## src/rtl/game_pkg.sv

```systemverilog
// Shared types and helpers for the memory game: player FSM states, pattern
// geometry and small decode functions used by the round logic.
package game_pkg;

  localparam int MAX_STEPS = 16;
  localparam int STEP_W    = 3;
  localparam int LEN_W     = 5;
  localparam int PAT_W     = MAX_STEPS * STEP_W;

  typedef enum logic [2:0] {
    ST_IDLE,
    ST_SHOW_ON,
    ST_SHOW_GAP,
    ST_INPUT,
    ST_DONE
  } player_state_t;

  function automatic logic [7:0] onehot8(input logic [STEP_W-1:0] idx);
    return 8'b1 << idx;
  endfunction

  function automatic logic [STEP_W-1:0] step_at(input logic [PAT_W-1:0] pat,
                                                input logic [3:0]       idx);
    return pat[idx*STEP_W +: STEP_W];
  endfunction

  // Out-of-range lengths (0 or above MAX_STEPS) play a full-length round.
  function automatic logic [LEN_W-1:0] clamp_len(input logic [LEN_W-1:0] len);
    return (len == '0 || len > LEN_W'(MAX_STEPS)) ? LEN_W'(MAX_STEPS) : len;
  endfunction

endpackage

```

## src/rtl/btn_edge_sync.sv

```systemverilog
// Two-flop synchroniser for the button levels followed by a rising-edge
// detector; the edge register runs continuously regardless of game state.
module btn_edge_sync #(
  parameter int W = 8
) (
  input  logic         clk,
  input  logic         rst,
  input  logic [W-1:0] btn_in,
  output logic [W-1:0] btn_sync,
  output logic [W-1:0] btn_rise
);

  logic [W-1:0] meta_q, sync_q, prev_q;
  logic [W-1:0] meta_d, sync_d, prev_d;

  always_comb begin
    meta_d = btn_in;
    sync_d = meta_q;
    prev_d = sync_q;
  end

  always_ff @(posedge clk or negedge rst) begin
    if (!rst) begin
      meta_q <= '0;
      sync_q <= '0;
      prev_q <= '0;
    end else begin
      meta_q <= meta_d;
      sync_q <= sync_d;
      prev_q <= prev_d;
    end
  end

  assign btn_sync = sync_q;
  assign btn_rise = sync_q & ~prev_q;

endmodule

```

## src/rtl/pattern_player.sv

```systemverilog
// Round executor: latches a pattern, plays it on the LEDs, then checks the
// player's button presses step by step and reports the round result.
module pattern_player
  import game_pkg::*;
#(
  parameter int SHOW_TICKS    = 25_000_000,
  parameter int GAP_TICKS     = 12_500_000,
  parameter int TIMEOUT_TICKS = 250_000_000
) (
  input  logic             clk,
  input  logic             rst,
  input  logic             start,
  input  logic [LEN_W-1:0] length,
  input  logic [PAT_W-1:0] pattern_flat,
  input  logic [7:0]       buttons,
  output logic [7:0]       leds,
  output logic             busy,
  output logic             round_done,
  output logic [LEN_W-1:0] correct_cnt,
  output logic             mistake,
  output logic             timeout
);

  localparam int MAX_SG    = (SHOW_TICKS > GAP_TICKS) ? SHOW_TICKS : GAP_TICKS;
  localparam int MAX_TICKS = (MAX_SG > TIMEOUT_TICKS) ? MAX_SG : TIMEOUT_TICKS;
  localparam int CNT_W     = $clog2(MAX_TICKS) + 1;

  // Counters are loaded with N-1 and the phase ends on the edge seen at zero,
  // which gives exactly N cycles per phase.
  localparam logic [CNT_W-1:0] SHOW_LOAD = CNT_W'(SHOW_TICKS - 1);
  localparam logic [CNT_W-1:0] GAP_LOAD  = CNT_W'(GAP_TICKS - 1);
  localparam logic [CNT_W-1:0] TO_LOAD   = CNT_W'(TIMEOUT_TICKS - 1);

  logic [7:0] btn_sync, btn_rise;

  btn_edge_sync #(.W(8)) u_btn (
    .clk     (clk),
    .rst     (rst),
    .btn_in  (buttons),
    .btn_sync(btn_sync),
    .btn_rise(btn_rise)
  );

  player_state_t    state_q, state_d;
  logic [PAT_W-1:0] pattern_q, pattern_d;
  logic [LEN_W-1:0] len_q, len_d;
  logic [LEN_W-1:0] idx_q, idx_d;
  logic [CNT_W-1:0] tick_q, tick_d;
  logic [7:0]       leds_q, leds_d;
  logic             busy_q, busy_d;
  logic             round_done_q, round_done_d;
  logic [LEN_W-1:0] cnt_q, cnt_d;
  logic             mistake_q, mistake_d;
  logic             timeout_q, timeout_d;

  logic             single_rise;
  logic [7:0]       expected_btn;
  logic [LEN_W-1:0] idx_next;

  always_comb begin
    state_d      = state_q;
    pattern_d    = pattern_q;
    len_d        = len_q;
    idx_d        = idx_q;
    tick_d       = tick_q;
    leds_d       = leds_q;
    busy_d       = busy_q;
    round_done_d = 1'b0;
    cnt_d        = cnt_q;
    mistake_d    = mistake_q;
    timeout_d    = timeout_q;

    single_rise  = (btn_rise != 8'd0) && ((btn_rise & (btn_rise - 8'd1)) == 8'd0);
    expected_btn = onehot8(step_at(pattern_q, idx_q[3:0]));
    idx_next     = idx_q + LEN_W'(1);

    case (state_q)
      ST_IDLE: begin
        leds_d = 8'd0;
        busy_d = 1'b0;
        if (start) begin
          pattern_d = pattern_flat;
          len_d     = clamp_len(length);
          cnt_d     = '0;
          mistake_d = 1'b0;
          timeout_d = 1'b0;
          idx_d     = '0;
          tick_d    = SHOW_LOAD;
          leds_d    = onehot8(pattern_flat[STEP_W-1:0]);
          busy_d    = 1'b1;
          state_d   = ST_SHOW_ON;
        end
      end

      ST_SHOW_ON: begin
        if (tick_q == '0) begin
          tick_d  = GAP_LOAD;
          leds_d  = 8'd0;
          state_d = ST_SHOW_GAP;
        end else begin
          tick_d = tick_q - CNT_W'(1);
        end
      end

      ST_SHOW_GAP: begin
        if (tick_q == '0) begin
          if (idx_q == len_q - LEN_W'(1)) begin
            idx_d   = '0;
            tick_d  = TO_LOAD;
            leds_d  = btn_sync;
            state_d = ST_INPUT;
          end else begin
            idx_d   = idx_next;
            tick_d  = SHOW_LOAD;
            leds_d  = onehot8(step_at(pattern_q, idx_next[3:0]));
            state_d = ST_SHOW_ON;
          end
        end else begin
          tick_d = tick_q - CNT_W'(1);
        end
      end

      ST_INPUT: begin
        leds_d = btn_sync;
        // A press event always takes priority over an expiring timeout.
        if (btn_rise != 8'd0) begin
          if (single_rise && btn_rise == expected_btn) begin
            cnt_d  = cnt_q + LEN_W'(1);
            idx_d  = idx_next;
            tick_d = TO_LOAD;
            if (idx_next == len_q) begin
              round_done_d = 1'b1;
              leds_d       = 8'd0;
              state_d      = ST_DONE;
            end
          end else begin
            mistake_d    = 1'b1;
            round_done_d = 1'b1;
            leds_d       = 8'd0;
            state_d      = ST_DONE;
          end
        end else if (tick_q == '0) begin
          timeout_d    = 1'b1;
          round_done_d = 1'b1;
          leds_d       = 8'd0;
          state_d      = ST_DONE;
        end else begin
          tick_d = tick_q - CNT_W'(1);
        end
      end

      ST_DONE: begin
        leds_d  = 8'd0;
        busy_d  = 1'b0;
        state_d = ST_IDLE;
      end

      default: begin
        leds_d  = 8'd0;
        busy_d  = 1'b0;
        state_d = ST_IDLE;
      end
    endcase
  end

  always_ff @(posedge clk or negedge rst) begin
    if (!rst) begin
      state_q      <= ST_IDLE;
      pattern_q    <= '0;
      len_q        <= '0;
      idx_q        <= '0;
      tick_q       <= '0;
      leds_q       <= '0;
      busy_q       <= 1'b0;
      round_done_q <= 1'b0;
      cnt_q        <= '0;
      mistake_q    <= 1'b0;
      timeout_q    <= 1'b0;
    end else begin
      state_q      <= state_d;
      pattern_q    <= pattern_d;
      len_q        <= len_d;
      idx_q        <= idx_d;
      tick_q       <= tick_d;
      leds_q       <= leds_d;
      busy_q       <= busy_d;
      round_done_q <= round_done_d;
      cnt_q        <= cnt_d;
      mistake_q    <= mistake_d;
      timeout_q    <= timeout_d;
    end
  end

  assign leds        = leds_q;
  assign busy        = busy_q;
  assign round_done  = round_done_q;
  assign correct_cnt = cnt_q;
  assign mistake     = mistake_q;
  assign timeout     = timeout_q;

endmodule

```

## config.mk

```make
export PLATFORM = sky130hd
export DESIGN_NAME = pattern_player
export DESIGN_NICKNAME = d
export VERILOG_FILES = /design/src/rtl/game_pkg.sv /design/src/rtl/btn_edge_sync.sv /design/src/rtl/pattern_player.sv
export SDC_FILE = /design/constraint.sdc
export NUM_CORES = 1
export LEC_CHECK = 0
export ABC_AREA = 1
export CAP_MARGIN = 20
export CORE_ASPECT_RATIO = 1.4
export CORE_MARGIN = 1.5
export CORE_UTILIZATION = 40
export DETAILED_ROUTE_END_ITERATION = 16
export GPL_ROUTABILITY_DRIVEN = 0
export SLEW_MARGIN = 40
export SYNTH_ARGS = -nofsm -noshare
export SYNTH_HDL_FRONTEND = slang
export SYNTH_SLANG_ARGS = --single-unit
```

## constraint.sdc

```tcl
create_clock -name clk -period 2.3 [get_ports clk]
set_clock_uncertainty 0.15 [all_clocks]
set_input_delay 0.69 -clock clk [delete_from_list [all_inputs] [get_ports clk]]
set_output_delay 0.69 -clock clk [all_outputs]
set_load 0.03 [all_outputs]
```

==> impl_metrics.yaml, run 1 <==
synthesis:
  netlist_area_mm2: 0.00754
  synthArstFlopShare: 1.00
  synth_top_flop_cell: "dfrtp_1"
  yosysWarnings: 0
  syn_nets: 1107
  yosysTopAreaCell: "dfrtp_1"
  ys_seq_elements: 131
  yosysMostFrequentCell: "nand2_1"
  synth_cell_type_count: 41
  avgSynthCellArea_um2: 7.26
  netlist_top_cells_count: "296 x nand2_1, 131 x dfrtp_1, 111 x inv_1, 101 x nor2_1, 100 x o21ai_0"
  ys_seq_area_frac: 0.435
  synth-edff-count: 0
  synth.area.top_cells: "dfrtp_1 43%, nand2_1 15%, o21ai_0 6.6%"
  synth_top_area_frac: 0.435
  synthCells: 1038
floorplanning:
  rows: 59
  ios: 81
  die_w_um: 119
  core_area_mm2: 0.0185
  initial_core_util: 0.407
  die_area_mm2: 0.0197
  fp.dieH_um: 165
timing:
  fin_hold_ws_ps: -1.81
  setup_slack_ps: -321
  rsz0062_at_grt: "yes"
  fmax_ghz: 0.382
  drv_slew: 0
  setup_viol: 52
  relSlewSlack: 0.641
  finalHoldViolCount: 4
  tns_ps: -13270
  fin_crit_sh: 1.14
  finalCriticalPeriod_ps: 2620
  worst_pin_slew_ps: 533
pwr:
  powerDensity_mw_per_mm2: 1290
  power_frac_seq: 0.250
  clkPwrFrac: 0.195
  swShare: 0.425
  leakagePower_nw: 5.31
  p_switching_mw: 5.91
  ir_worst_vdd_uv: 590
  total_power_mw: 13.9
  combPwrFrac: 0.555
  power.internal_mw: 8.00
layout:
  area_delta_synth_final_pct: 42.7
  regArea_mm2: 0.00328
  drive_above_1_share: 0.221
  multi_input_area_mm2: 0.00378
  n_antenna_cell: 0
  num-nets-final: 1359
  fin_util: 0.581
  num-fill-cells: 1725
clocking:
  path_clk_slew_ps: 60
  clkLatencyLatePin_ps: 420
  clk_path_buf_depth: 2
  htreeDepth: 4
  hold_buffers: 0
  cts_tree: "done"
  cts_inserted_buffers: 17
  clock-sinks: 131
  cts-root-buf: "clkbuf_16"
global_routing:
  grt.busiest_layer: "met2"
  grt_max_degree: 53
  met1_usage: 0.265
  grt_util_met3: 0.0381
  grtUsageTotal: 0.245
  met2_usage: 0.469
  grt_pass1_vias: 7538
  grt_pass1_wl_um: 37400
  antenna_found_initial: 0
  grt_overflow_total: 0
detailed_routing:
  routed_wl_um: 22700
  wl_per_cell_um: 14.7
  ant_nets: 0
  first_iter_violations: 390
  drc: 0
  vias: 7554
  vias_per_cell: 4.88
  first_pass_iters: 6
critical_path:
  path_max_fanout: 23
  critPathRequiredTime_ps: 2460
  arrival_ps: 2780
  worstSetupPathType: "flop to flop"
  cp-start-kind: "flop"
  crit_path_end_kind: "flop"
job:
  maxCapViolCount: 0
outcome:
  violations: "hold timing, setup timing"
  outcome: "finished with violations"
placed_design:
  pre_cts_slack_ps: -427
  dpl.hpwl_um: 17700
  port_buffers: 80
worst_hold_path:
  hold_class: "input pin to asynchronous set/reset pin"
[final cells by class]
| type | instances | share of cell area |
|---|---|---|
| tap | 244 | 0.0284 |
| timing repair buffer | 270 | 0.219 |
| clock buffer | 20 | 0.0424 |
| multi-input combinational | 751 | 0.352 |
| clock inverter | 12 | 0.0121 |
| sequential | 131 | 0.305 |
| inverter | 119 | 0.0420 |
[cell usage in the layout, fill, tap and decap left out, types with 3 or more instances in the layout]
master	count
nand2_4	5
nand2_2	5
ha_1	3
clkbuf_16	17
buf_4	178
inv_2	12
o21ai_0	93
clkdlybuf4s50_1	63
a21oi_2	4
nor2_1	96
buf_12	10
xnor2_1	13
dlygate4sd2_1	14
dfrtp_1	130
nand3_1	79
nor2_4	5
o211ai_1	7
clkinv_2	4
a31oi_1	6
nand2_1	289
nand4_1	13
nor3_1	11
inv_1	104
a21oi_1	33
o21ai_1	14
o22ai_1	8
nor2_2	5
xor2_1	26
o21ai_2	6
or2_2	4
nand3_2	9
[cell families (layout without fill, tap and decap cells)]
logic type	Yosys count	after routing	synth area share
simple gates	530	530	0.297
fa+ha+maj	5	5	0.00830
xor+xnor	39	39	0.0453
flops	131	131	0.435
buf+inv	156	421	0.0851
compound gates	177	177	0.129
[timing repair]
action                     CTS  global route
gates resized for setup     33            10
pin swaps                    2             2
setup endpoints to repair   66            55
buffers inserted             1             0
[flip-flops by register name, indices dropped and copies added (netlist names), 3 cells and up]
signal / cells
u_btn.meta_q: 8
state_q: 3
u_btn.prev_q: 8
tick_q: 29
u_btn.btn_sync: 8
leds: 8
pattern_q: 48
correct_cnt: 5
len_q: 5
idx_q: 5
[per-layer routing]
layer | vias to the layer above | share of wire
li1 | 3866 | -
met1 | 3448 | 0.39
met2 | 184 | 0.55
met3 | 56 | 0.032
met4 | 0 | 0.033
met5 | - | 0
[per-stage QoR]
step / std cells / instance area [um^2]
2_1_floorplan: 1038 / 7660
3_3_place_gp: 1514 / 10100
3_5_place_dp: 1514 / 10100
4_1_cts: 1547 / 10700
5_1_grt: 1547 / 10800
6_report: 1547 / 10800
[power groups by stage]
| stage | logic [mW] | registers [mW] | clock network, mW |
|---|---|---|---|
| 2_1_floorplan | 4.21 | 3.61 | 0 |
| 3_3_place_gp | 7.48 | 3.49 | 0 |
| 3_5_place_dp | 7.55 | 3.51 | 0 |
| 4_1_cts | 7.68 | 3.48 | 2.76 |
| 5_1_grt | 8.56 | 3.57 | 2.87 |
| 6_report | 7.72 | 3.48 | 2.72 |
[final timing paths]
kind                                 start                end  slack [ps]  cells after the start
hold / removal                         rst         tick_q[27]          -2                      1
setup / recovery                  idx_q[0]           idx_q[2]        -320                     18
min in group clk           u_btn.meta_q[1]  u_btn.btn_sync[1]         200                      0
max in group asynchronous              rst    u_btn.prev_q[3]        1380                      2
setup reg to reg                  idx_q[0]           idx_q[2]        -320                     18
hold reg to reg            u_btn.meta_q[1]  u_btn.btn_sync[1]         200                      0
[critical path, stage by stage, from the launching register on]
cell	delay, ps
dfrtp_2	470
buf_8	180
o21ai_1	150
nand2_1	100
nand3_1	90
nand3_2	90
nand2_4	170
nand3_1	100
nand2_1	60
nand2_1	50
nor2_1	90
nand2_1	100
nor2_2	150
nor2_2	40
buf_4	160
nor2_1	80
nand2_1	110
nand2_1	90
nand2_1	60
No activity file was read; power rests on OpenSTA's default activity.
==> run 2, diff against run 1 <==
Clock period 2.3 ns to 2.57 ns, I/O delays scaled along.
==> impl_metrics.yaml, run 2 (synthesized netlist as in run 1, its figures left out) <==
outcome:
  outcome: "finished with violations"
  violations: "setup timing"
clocking:
  clk_path_buf_depth: 2
  cts_tree: "done"
  cts_inserted_buffers: 17
  path_clk_slew_ps: 60
  cts-root-buf: "clkbuf_16"
  clock-sinks: 131
  hold_buffers: 0
  clkLatencyLatePin_ps: 430
  htreeDepth: 4
global_routing:
  grt_max_degree: 54
  grt_pass1_wl_um: 35400
  grt.busiest_layer: "met2"
  grt_overflow_total: 0
  met2_usage: 0.436
  grt_util_met3: 0.0391
  antenna_found_initial: 0
  grt_pass1_vias: 7148
  met1_usage: 0.252
  grtUsageTotal: 0.231
floorplanning:
  core_area_mm2: 0.0185
  initial_core_util: 0.407
  die_area_mm2: 0.0197
  die_w_um: 119
  rows: 59
  fp.dieH_um: 165
  ios: 81
placed_design:
  port_buffers: 80
  dpl.hpwl_um: 16400
  dp_cells: 1403
layout:
  layout.cells.most_common_list: "288 x nand2_1, 130 x dfrtp_1, 109 x inv_1"
  fin_util: 0.549
  largest_register: "pattern_q"
  top_regs: "pattern_q x48, tick_q x29"
  largest_reg_flops: 48
  fin_cells: 1444
  area_delta_synth_final_pct: 35.0
  final_common_cell: "nand2_1"
  num-nets-final: 1257
  drive_above_1_share: 0.167
  n_antenna_cell: 0
critical_path:
  cp-start-kind: "flop"
  critPathRequiredTime_ps: 2730
  worstSetupPathType: "flop to flop"
  path_max_fanout: 25
  arrival_ps: 2800
  crit_path_end_kind: "flop"
timing:
  setup_viol: 31
  drv_slew: 0
  setup_slack_ps: -64.1
  finalCriticalPeriod_ps: 2630
  fin_crit_sh: 1.02
  finalHoldViolCount: 0
  relSlewSlack: 0.519
  fmax_ghz: 0.380
  rsz0062_at_grt: "yes"
  worst_pin_slew_ps: 718
detailed_routing:
  first_iter_violations: 525
  drc: 0
  vias: 7239
  first_pass_iters: 5
  routed_wl_um: 22000
  ant_nets: 0
  wl_per_cell_um: 15.2
  vias_per_cell: 5.01
worst_hold_path:
  hold_class: "input pin to asynchronous set/reset pin"
pwr:
  powerDensity_mw_per_mm2: 1170
  leakagePower_nw: 4.78
  total_power_mw: 11.9
  ir_worst_vdd_uv: 558
job:
  maxCapViolCount: 0
-- run 2: changes by cell type in the layout (fill, tap and decap cells not counted), moves of 3 or more --
cell | previous run | this run
buf_4 | 178 | 70
clkdlybuf4s50_1 | 63 | 79
dlygate4sd2_1 | 14 | 0
inv_1 | 104 | 109
inv_2 | 12 | 6
inv_6 | 2 | 5
nand3_1 | 79 | 69
nand3_2 | 9 | 15
nand3_4 | 0 | 4
nor2_1 | 96 | 92
nor2_4 | 5 | 8
o21ai_0 | 93 | 89
o21ai_2 | 6 | 9
-- run 2: worst paths after layout --
| check | cells after the start | from | to | slack, ps |
|---|---|---|---|---|
| worst max-delay path | 17 | idx_q[0] | tick_q[9] | -60 |
| worst min-delay path | 1 | rst | tick_q[2] | 110 |
| worst max register to register | 17 | idx_q[0] | tick_q[9] | -60 |
| worst min register to register | 0 | u_btn.meta_q[6] | u_btn.btn_sync[6] | 200 |
| max in group asynchronous | 2 | rst | tick_q[17] | 1600 |
| min in group clk | 0 | u_btn.meta_q[6] | u_btn.btn_sync[6] | 200 |
-- run 2: final cells by class --
cell class	instances	area [um^2]
clock buffers	17	425
well taps	244	305
flip-flops and latches	131	3280
fillers	1810	8350
repair buffers	166	1630
clock inverters	14	154
inverters	119	457
multi-input cells	753	3930
-- run 2: per-layer routing --
layer | wire, um | vias to the layer above
met1 | 8710 | 3379
li1 | - | 3658
met4 | 676 | 0
met3 | 663 | 46
met5 | 0 | -
met2 | 11900 | 156
-- run 2: timing repair --
| action | in CTS | in global routing |
|---|---|---|
| endpoints found under the setup margin | 45 | 52 |
| pin swaps | 1 | 22 |
| gates cloned | 2 | 2 |
| resized for setup | 26 | 66 |
| setup buffers | 2 | 4 |
-- run 2: worst max-delay path: stages (launching register included) --
cell and delay, ps:
dfrtp_2 470, buf_12 170, buf_4 130, nand2_1 60, nand3_1 90, nand3_2 110
nand3_4 110, nand2_4 140, nand3_1 100, nand2_1 70, nand2_1 50, nor2_1 120
nand2_2 110, o21ai_4 180, nand2_4 110, buf_12 190, nand2_1 60, o21ai_0 70
-- run 2: per-stage QoR --
step	setup slack (ps)	instance area [um^2]	TNS, ps	hold WS [ps]
2_1_floorplan	46.9	7540	0	181
3_3_place_gp	-67.1	9140	-620	184
3_5_place_dp	-90.2	9140	-1530	185
4_1_cts	-54.5	9870	-1150	115
5_1_grt	-217	10200	-8620	132
6_report	-64.1	10200	-1110	106
-- run 2: power by group --
group | internal (mW) | switching [mW] | total, mW
clock network | 1.43 | 0.988 | 2.42
logic | 2.43 | 3.92 | 6.35
registers | 2.74 | 0.434 | 3.18
total | 6.60 | 5.35 | 11.9
